--- src/rtl/pwm_mix_scheduler.sv ---
`default_nettype none
// +--------------------------------------------------------------------------+
// | pwm_mix_scheduler: snapshots channels at PWM cycle end, accumulates one    |
// | per clock, saturates, strobes a new compare value. Option: PWM_MIX_ATTEN_EN|
// | Revision: 1.0                                                              |
// +--------------------------------------------------------------------------+
module pwm_mix_scheduler #(
    parameter int NUM_CH   = 3,
    parameter int SAMPLE_W = 9,
    parameter int OUT_W    = 9
) (
    input  logic                         i_clk,
    input  logic                         i_rst_n,
    input  logic [NUM_CH*SAMPLE_W-1:0]   i_ch_sample,
    input  logic [NUM_CH-1:0]            i_ch_mute,
    input  logic [2*NUM_CH-1:0]          i_ch_atten,
    input  logic                         i_cycle_end,
    output logic [OUT_W-1:0]             o_compare,
    output logic                         o_compare_valid,
    output logic                         o_busy,
    output logic                         o_clip,
    output logic                         o_overrun
);

    localparam int IDX_W = $clog2(NUM_CH);
    localparam int ACC_W = SAMPLE_W + $clog2(NUM_CH) + 1;

    localparam logic [1:0] S_IDLE  = 2'd0;
    localparam logic [1:0] S_ACCUM = 2'd1;
    localparam logic [1:0] S_SAT   = 2'd2;

    localparam logic [IDX_W-1:0] LAST_IDX = IDX_W'(NUM_CH - 1);
    localparam logic [ACC_W-1:0] SAT_MAX  = ACC_W'((64'd1 << OUT_W) - 64'd1);

    logic [1:0]                   state_q, state_d;
    logic                         pending_q, pending_d;
    logic [ACC_W-1:0]             acc_q, acc_d;
    logic [IDX_W-1:0]             idx_q, idx_d;
    logic [OUT_W-1:0]             compare_q, compare_d;
    logic                         valid_q, valid_d;
    logic                         clip_q, clip_d;
    logic                         overrun_q, overrun_d;
    logic [NUM_CH*SAMPLE_W-1:0]   sample_q;
    logic [NUM_CH-1:0]            mute_q;
    logic                         snap_load;
    logic [SAMPLE_W-1:0]          sel_sample;

`ifdef PWM_MIX_ATTEN_EN
    logic [2*NUM_CH-1:0]          atten_q;
`else
    logic                         unused_atten;
    assign unused_atten = ^i_ch_atten;
`endif

    // Contribution of the channel currently addressed by idx_q.
    always_comb begin
        sel_sample = '0;
        for (int k = 0; k < NUM_CH; k++) begin
            if ((idx_q == IDX_W'(k)) && !mute_q[k]) begin
`ifdef PWM_MIX_ATTEN_EN
                sel_sample = sample_q[k*SAMPLE_W +: SAMPLE_W] >> atten_q[2*k +: 2];
`else
                sel_sample = sample_q[k*SAMPLE_W +: SAMPLE_W];
`endif
            end
        end
    end

    always_comb begin
        state_d   = state_q;
        pending_d = pending_q;
        acc_d     = acc_q;
        idx_d     = idx_q;
        compare_d = compare_q;
        valid_d   = 1'b0;
        clip_d    = clip_q;
        overrun_d = overrun_q;
        snap_load = 1'b0;
        case (state_q)
            S_IDLE: begin
                if (i_cycle_end) begin
                    snap_load = 1'b1;
                    acc_d     = '0;
                    idx_d     = '0;
                    state_d   = S_ACCUM;
                end
            end
            S_ACCUM: begin
                acc_d = acc_q + ACC_W'(sel_sample);
                idx_d = idx_q + IDX_W'(1);
                if (idx_q == LAST_IDX) begin
                    idx_d   = '0;
                    state_d = S_SAT;
                end
                if (i_cycle_end) begin
                    if (pending_q) overrun_d = 1'b1;
                    else           pending_d = 1'b1;
                end
            end
            S_SAT: begin
                compare_d = (acc_q > SAT_MAX) ? OUT_W'(SAT_MAX) : acc_q[OUT_W-1:0];
                clip_d    = (acc_q > SAT_MAX);
                valid_d   = 1'b1;
                state_d   = S_IDLE;
                // Back-to-back frame: the restart serves one request; a second
                // simultaneous request has nowhere to queue and is dropped.
                if (pending_q || i_cycle_end) begin
                    snap_load = 1'b1;
                    pending_d = 1'b0;
                    acc_d     = '0;
                    idx_d     = '0;
                    state_d   = S_ACCUM;
                    if (pending_q && i_cycle_end) overrun_d = 1'b1;
                end
            end
            default: state_d = S_IDLE;
        endcase
    end

    always_ff @(posedge i_clk or negedge i_rst_n) begin
        if (!i_rst_n) begin
            state_q   <= S_IDLE;
            pending_q <= 1'b0;
            acc_q     <= '0;
            idx_q     <= '0;
            compare_q <= '0;
            valid_q   <= 1'b0;
            clip_q    <= 1'b0;
            overrun_q <= 1'b0;
        end else begin
            state_q   <= state_d;
            pending_q <= pending_d;
            acc_q     <= acc_d;
            idx_q     <= idx_d;
            compare_q <= compare_d;
            valid_q   <= valid_d;
            clip_q    <= clip_d;
            overrun_q <= overrun_d;
        end
    end

    always_ff @(posedge i_clk or negedge i_rst_n) begin
        if (!i_rst_n) begin
            sample_q <= '0;
            mute_q   <= '0;
`ifdef PWM_MIX_ATTEN_EN
            atten_q  <= '0;
`endif
        end else if (snap_load) begin
            sample_q <= i_ch_sample;
            mute_q   <= i_ch_mute;
`ifdef PWM_MIX_ATTEN_EN
            atten_q  <= i_ch_atten;
`endif
        end
    end

    assign o_compare       = compare_q;
    assign o_compare_valid = valid_q;
    assign o_busy          = (state_q != S_IDLE);
    assign o_clip          = clip_q;
    assign o_overrun       = overrun_q;

endmodule
`default_nettype wire

--- config.mk ---
export PLATFORM = sky130hd
export DESIGN_NAME = pwm_mix_scheduler
export DESIGN_NICKNAME = d
export VERILOG_FILES = /design/src/rtl/pwm_mix_scheduler.sv
export SDC_FILE = /design/constraint.sdc
export NUM_CORES = 1
export LEC_CHECK = 0
export ABC_AREA = 1
export BUFFER_PORTS_ARGS = -buffer_cell sky130_fd_sc_hd__buf_2
export CAP_MARGIN = 20
export CORE_MARGIN = 5
export CORE_UTILIZATION = 50
export DETAILED_ROUTE_END_ITERATION = 8
export GPL_TIMING_DRIVEN = 0
export PLACE_DENSITY = 0.75
export SETUP_SLACK_MARGIN = 0.05
export SLEW_MARGIN = 40
export SYNTH_ARGS = -nofsm -noshare
export SYNTH_HDL_FRONTEND = slang
export SYNTH_SLANG_ARGS = --single-unit
--- constraint.sdc ---
create_clock -name i_clk -period 2.3 [get_ports i_clk]
set_input_delay 0.46 -clock i_clk [delete_from_list [all_inputs] [get_ports i_clk]]
set_output_delay 0.46 -clock i_clk [all_outputs]
set_load 0.02 [all_outputs]
==> qor.log <==
[clock_tree] clock tree from TritonCTS built
[drt] detailed-route wire length per cell 14.3 um
[clock_tree] Sink Count 59
[synth] number of distinct standard cells referenced by the synthesized netlist 26
[clock_tree] clock transition at the registers of the reported paths 0.07 ns
[die] die span in y 87.6 um
[global_routing] vias in the first global route 2570
[synth] number of flip-flops and latches in the synthesized netlist 59
[clock_tree] worst skew pair latency 0.34 ns
[timing] Slew headroom 0.666
[placement] gpl congestion 0.906
[drt] antenna viol nets, final 0
[timing] final critical path time including I/O delays and setup 2.39 ns
[clock_tree] root buffer selected by CTS clkbuf_8
[worst_hold_path] classification of the worst-slack hold path in2reg
[worst_hold_path] beginning of the worst hold path i_ch_sample[13]
[drt] 1st-pass router iterations 5
[die] count of standard-cell rows 28
[status] run status finished with violations
[synth] number of warnings reported in the yosys synthesis log 0
[setup_path] number of buffers and inverters on the critical path 3
[power] reported leakage power 2.03 nW
[layout] Syn-to-layout area delta 33.2%
[setup_path] data arrival time of the worst path 2.61 ns
[setup_path] startpoint of the most critical register-to-register path idx_q[0]
[setup_path] cells along the critical path inv_2, nor2_4, nand2_4, buf_6, o21ai_0, o21ai_1, o21ai_1, ha_1, buf_4, nand3_2, nand3_4, or2_2, nand3_1, o21ai_0
[layout] # nets final 511
[timing] Hold Fails Final Rpt 0
[setup_path] highest cell delay on the worst timing path 0.43 ns
[die] core footprint 5890 um2
[die] die outline width 87.6 um
[timing] worst path setup slack after routing -0.0892 ns
[setup_path] cell with the largest stage delay on the worst path dfrtp_2
[power] maximum ir drop on the vdd rail 0.922 mV
[placement] count of placed standard cells including taps 508
[drt] initial drt markers 157
[global_routing] wire length of the first global-routing pass 11900 um
[layout] fin cells 542
[timing] transition time of the tightest slew-check pin 0.501 ns
[timing] final period utilization 1.04
[placement] Port Buf Inserts 45
[setup_path] worst-case register-to-register setup slack -0.09 ns
[layout] Antenna Diode Count 0
[global_routing] Global Route Usage Sum 0.200
[layout] fraction of layout instances using a drive strength above 1 0.343
[drt] number of DRC violations after detailed routing 0
[synth] average cell area after synthesis 7.77 um2
[setup_path] Worst Setup End Kind register
[clock_tree] htree depth 3
[setup_path] Crit. Startpoint idx_q[0]
[timing] Pins Over Slew Limit 0
[global_routing] antenna violations before repair 0
[clock_tree] number of buffers on the longest clock path 2
[power] Power Dens Cells 1630 nW/um2
[synth] post-synth net total 437
[drt] vias per cell 5.08
[placement] final HPWL from detailed placement 5120 um
[timing] unrepaired setup endpoints after global routing yes
[setup_path] path type of the worst setup path reg2reg
[setup_path] Required @ worst endpoint 2.52 ns
[flow_run] total of max-cap violations 0
[synth] post-synthesis instance total 388
[drt] via count 2756
[setup_path] maximum fanout along the worst path 8
[die] initial cell density of the core 0.512
[timing] Setup violations, final 6
[synth] sequential cell area fraction in the yosys report 0.490
[die] DIE AREA 7680 um2
[setup_path] crit path launch type register
[synth] summed instance area of the synthesized netlist 3010 um2
[timing] Clock Skew 0.0107 ns
[timing] maximum clock frequency 0.419 GHz
[setup_path] cell family with the largest share of critical-path delay simple AND/OR/NAND/NOR gates
[timing] Final TNS setup -0.165 ns
[clock_tree] clock buffers created by TritonCTS 9
[die] I/O pin total 52
[global_routing] overall overflow remaining after global route 0
[drt] drt total wl 7760 um
[timing] hold_ws 0.323 ns
[status] failing checks negative setup slack
[global_routing] maximum number of pins on one net before global-route repair 60
==> metal layers <==
metal / global-route usage / wire length [um] / share of wire
met3: 0.0480 / 464 / 0.060
met2: 0.307 / 3800 / 0.49
met1: 0.276 / 3390 / 0.44
met4: 0.0739 / 104 / 0.013
met5: 0 / 0 / 0
==> path summary, 6_finish.rpt <==
path	to	cells past startpoint
setup / recovery	acc_q[4]	14
hold / removal	sample_q[13]	3
setup reg to reg	acc_q[4]	14
hold reg to reg	sample_q[13]	2
max in group asynchronous	idx_q[0]	3
min in group asynchronous	acc_q[3]	2
==> state kept, by name, summed over array words and instances, names as in the netlist, 2 cells and up <==
signal,cells
sample_q,27
acc_q,12
o_compare,9
mute_q,3
idx_q,2
state_q,2
==> power by group <==
part,switching [mW],total (mW),internal (mW)
combinational,2.27,3.81,1.54
sequential,0.271,1.79,1.52
clock,0.407,0.964,0.558
total,2.95,6.56,3.62
==> cells by family (layout without fill, tap and decap cells) <==
logic type	after synthesis	in the layout	synth area share
compound gates	83	83	0.150
xor+xnor	1	1	0.00291
fa+ha+maj	10	10	0.0440
buf+inv	65	144	0.0913
flops	59	59	0.490
simple gates	170	170	0.222
==> synthesized netlist by cell type <==
| library cell | n | area share |
|---|---|---|
| dfrtp_1 | 59 | 0.49 |
| buf_4 | 3 | 0.0075 |
| fa_1 | 1 | 0.0066 |
| xnor2_1 | 1 | 0.0029 |
| ha_1 | 9 | 0.037 |
| o211ai_1 | 1 | 0.0025 |
| o21bai_1 | 1 | 0.0025 |
| o21ai_2 | 2 | 0.0058 |
| o21ai_0 | 66 | 0.11 |
| o22ai_1 | 5 | 0.010 |
| clkinv_1 | 1 | 0.0012 |
| clkbuf_2 | 2 | 0.0033 |
| o31ai_4 | 1 | 0.0071 |
| inv_1 | 52 | 0.065 |
| a21boi_0 | 1 | 0.0025 |
| buf_2 | 2 | 0.0033 |
| nor2_4 | 1 | 0.0037 |
| nand3_1 | 14 | 0.023 |
| and2_1 | 1 | 0.0021 |
| clkbuf_1 | 1 | 0.0012 |
| nand2_1 | 124 | 0.15 |
| a21oi_1 | 6 | 0.010 |
| buf_6 | 2 | 0.0075 |
| nor2_1 | 29 | 0.036 |
| inv_2 | 2 | 0.0025 |
| or2_2 | 1 | 0.0021 |
==> worst register-to-register path, delay by kind of cell, from the launching register on <==
family / cells / cell delay (ns)
and+or+nand+nor: 6 / 0.77
DFF: 1 / 0.43
AOI/OAI and AO/OA: 4 / 0.39
buffers and inverters: 3 / 0.37
adders and majority gates: 1 / 0.32
==> area by class of cell <==
type                    count  area, um2
plain buffers              10       80.1
clock buffers              12        155
clock inverters             4       48.8
fillers                   476       1870
inverters                  55        209
multi-input cells         264       1550
flip-flops and latches     59       1480
well taps                  75       93.8
repair buffers             63        398
==> repair_timing <==
action                                  4_1_cts  5_1_grt
buffers inserted                             10        6
endpoints found under the setup margin       10       10
endpoints found under the hold margin         0       14
pin swaps                                    26       30
hold buffers                                  0        1
resized for setup                            39       67
==> stage by stage <==
step	worst slack [ns]	total power, mW	util	area, um2
after floorplan	0.0633	3.70	-	3020
after global placement	-0.312	4.31	0.567	3340
after detailed placement	-0.413	4.42	0.568	3340
after CTS	-0.0622	5.79	0.628	3700
after global routing	-0.170	7.06	0.682	4020
final	-0.0892	6.56	0.682	4020
==> cell usage in the layout (no fill, tap or decap), types with 6 or more instances in the layout <==
master and count:
nand3_2 9, nand2_1 110, o21ai_1 12, buf_4 17, buf_2 46, dfrtp_1 57, clkbuf_8 11, nor2_4 6
inv_1 44, inv_2 9, o21ai_0 44, o21ai_2 11, nand2_2 12, nor2_1 22
Note: power is estimated with default switching activity, not from simulation.
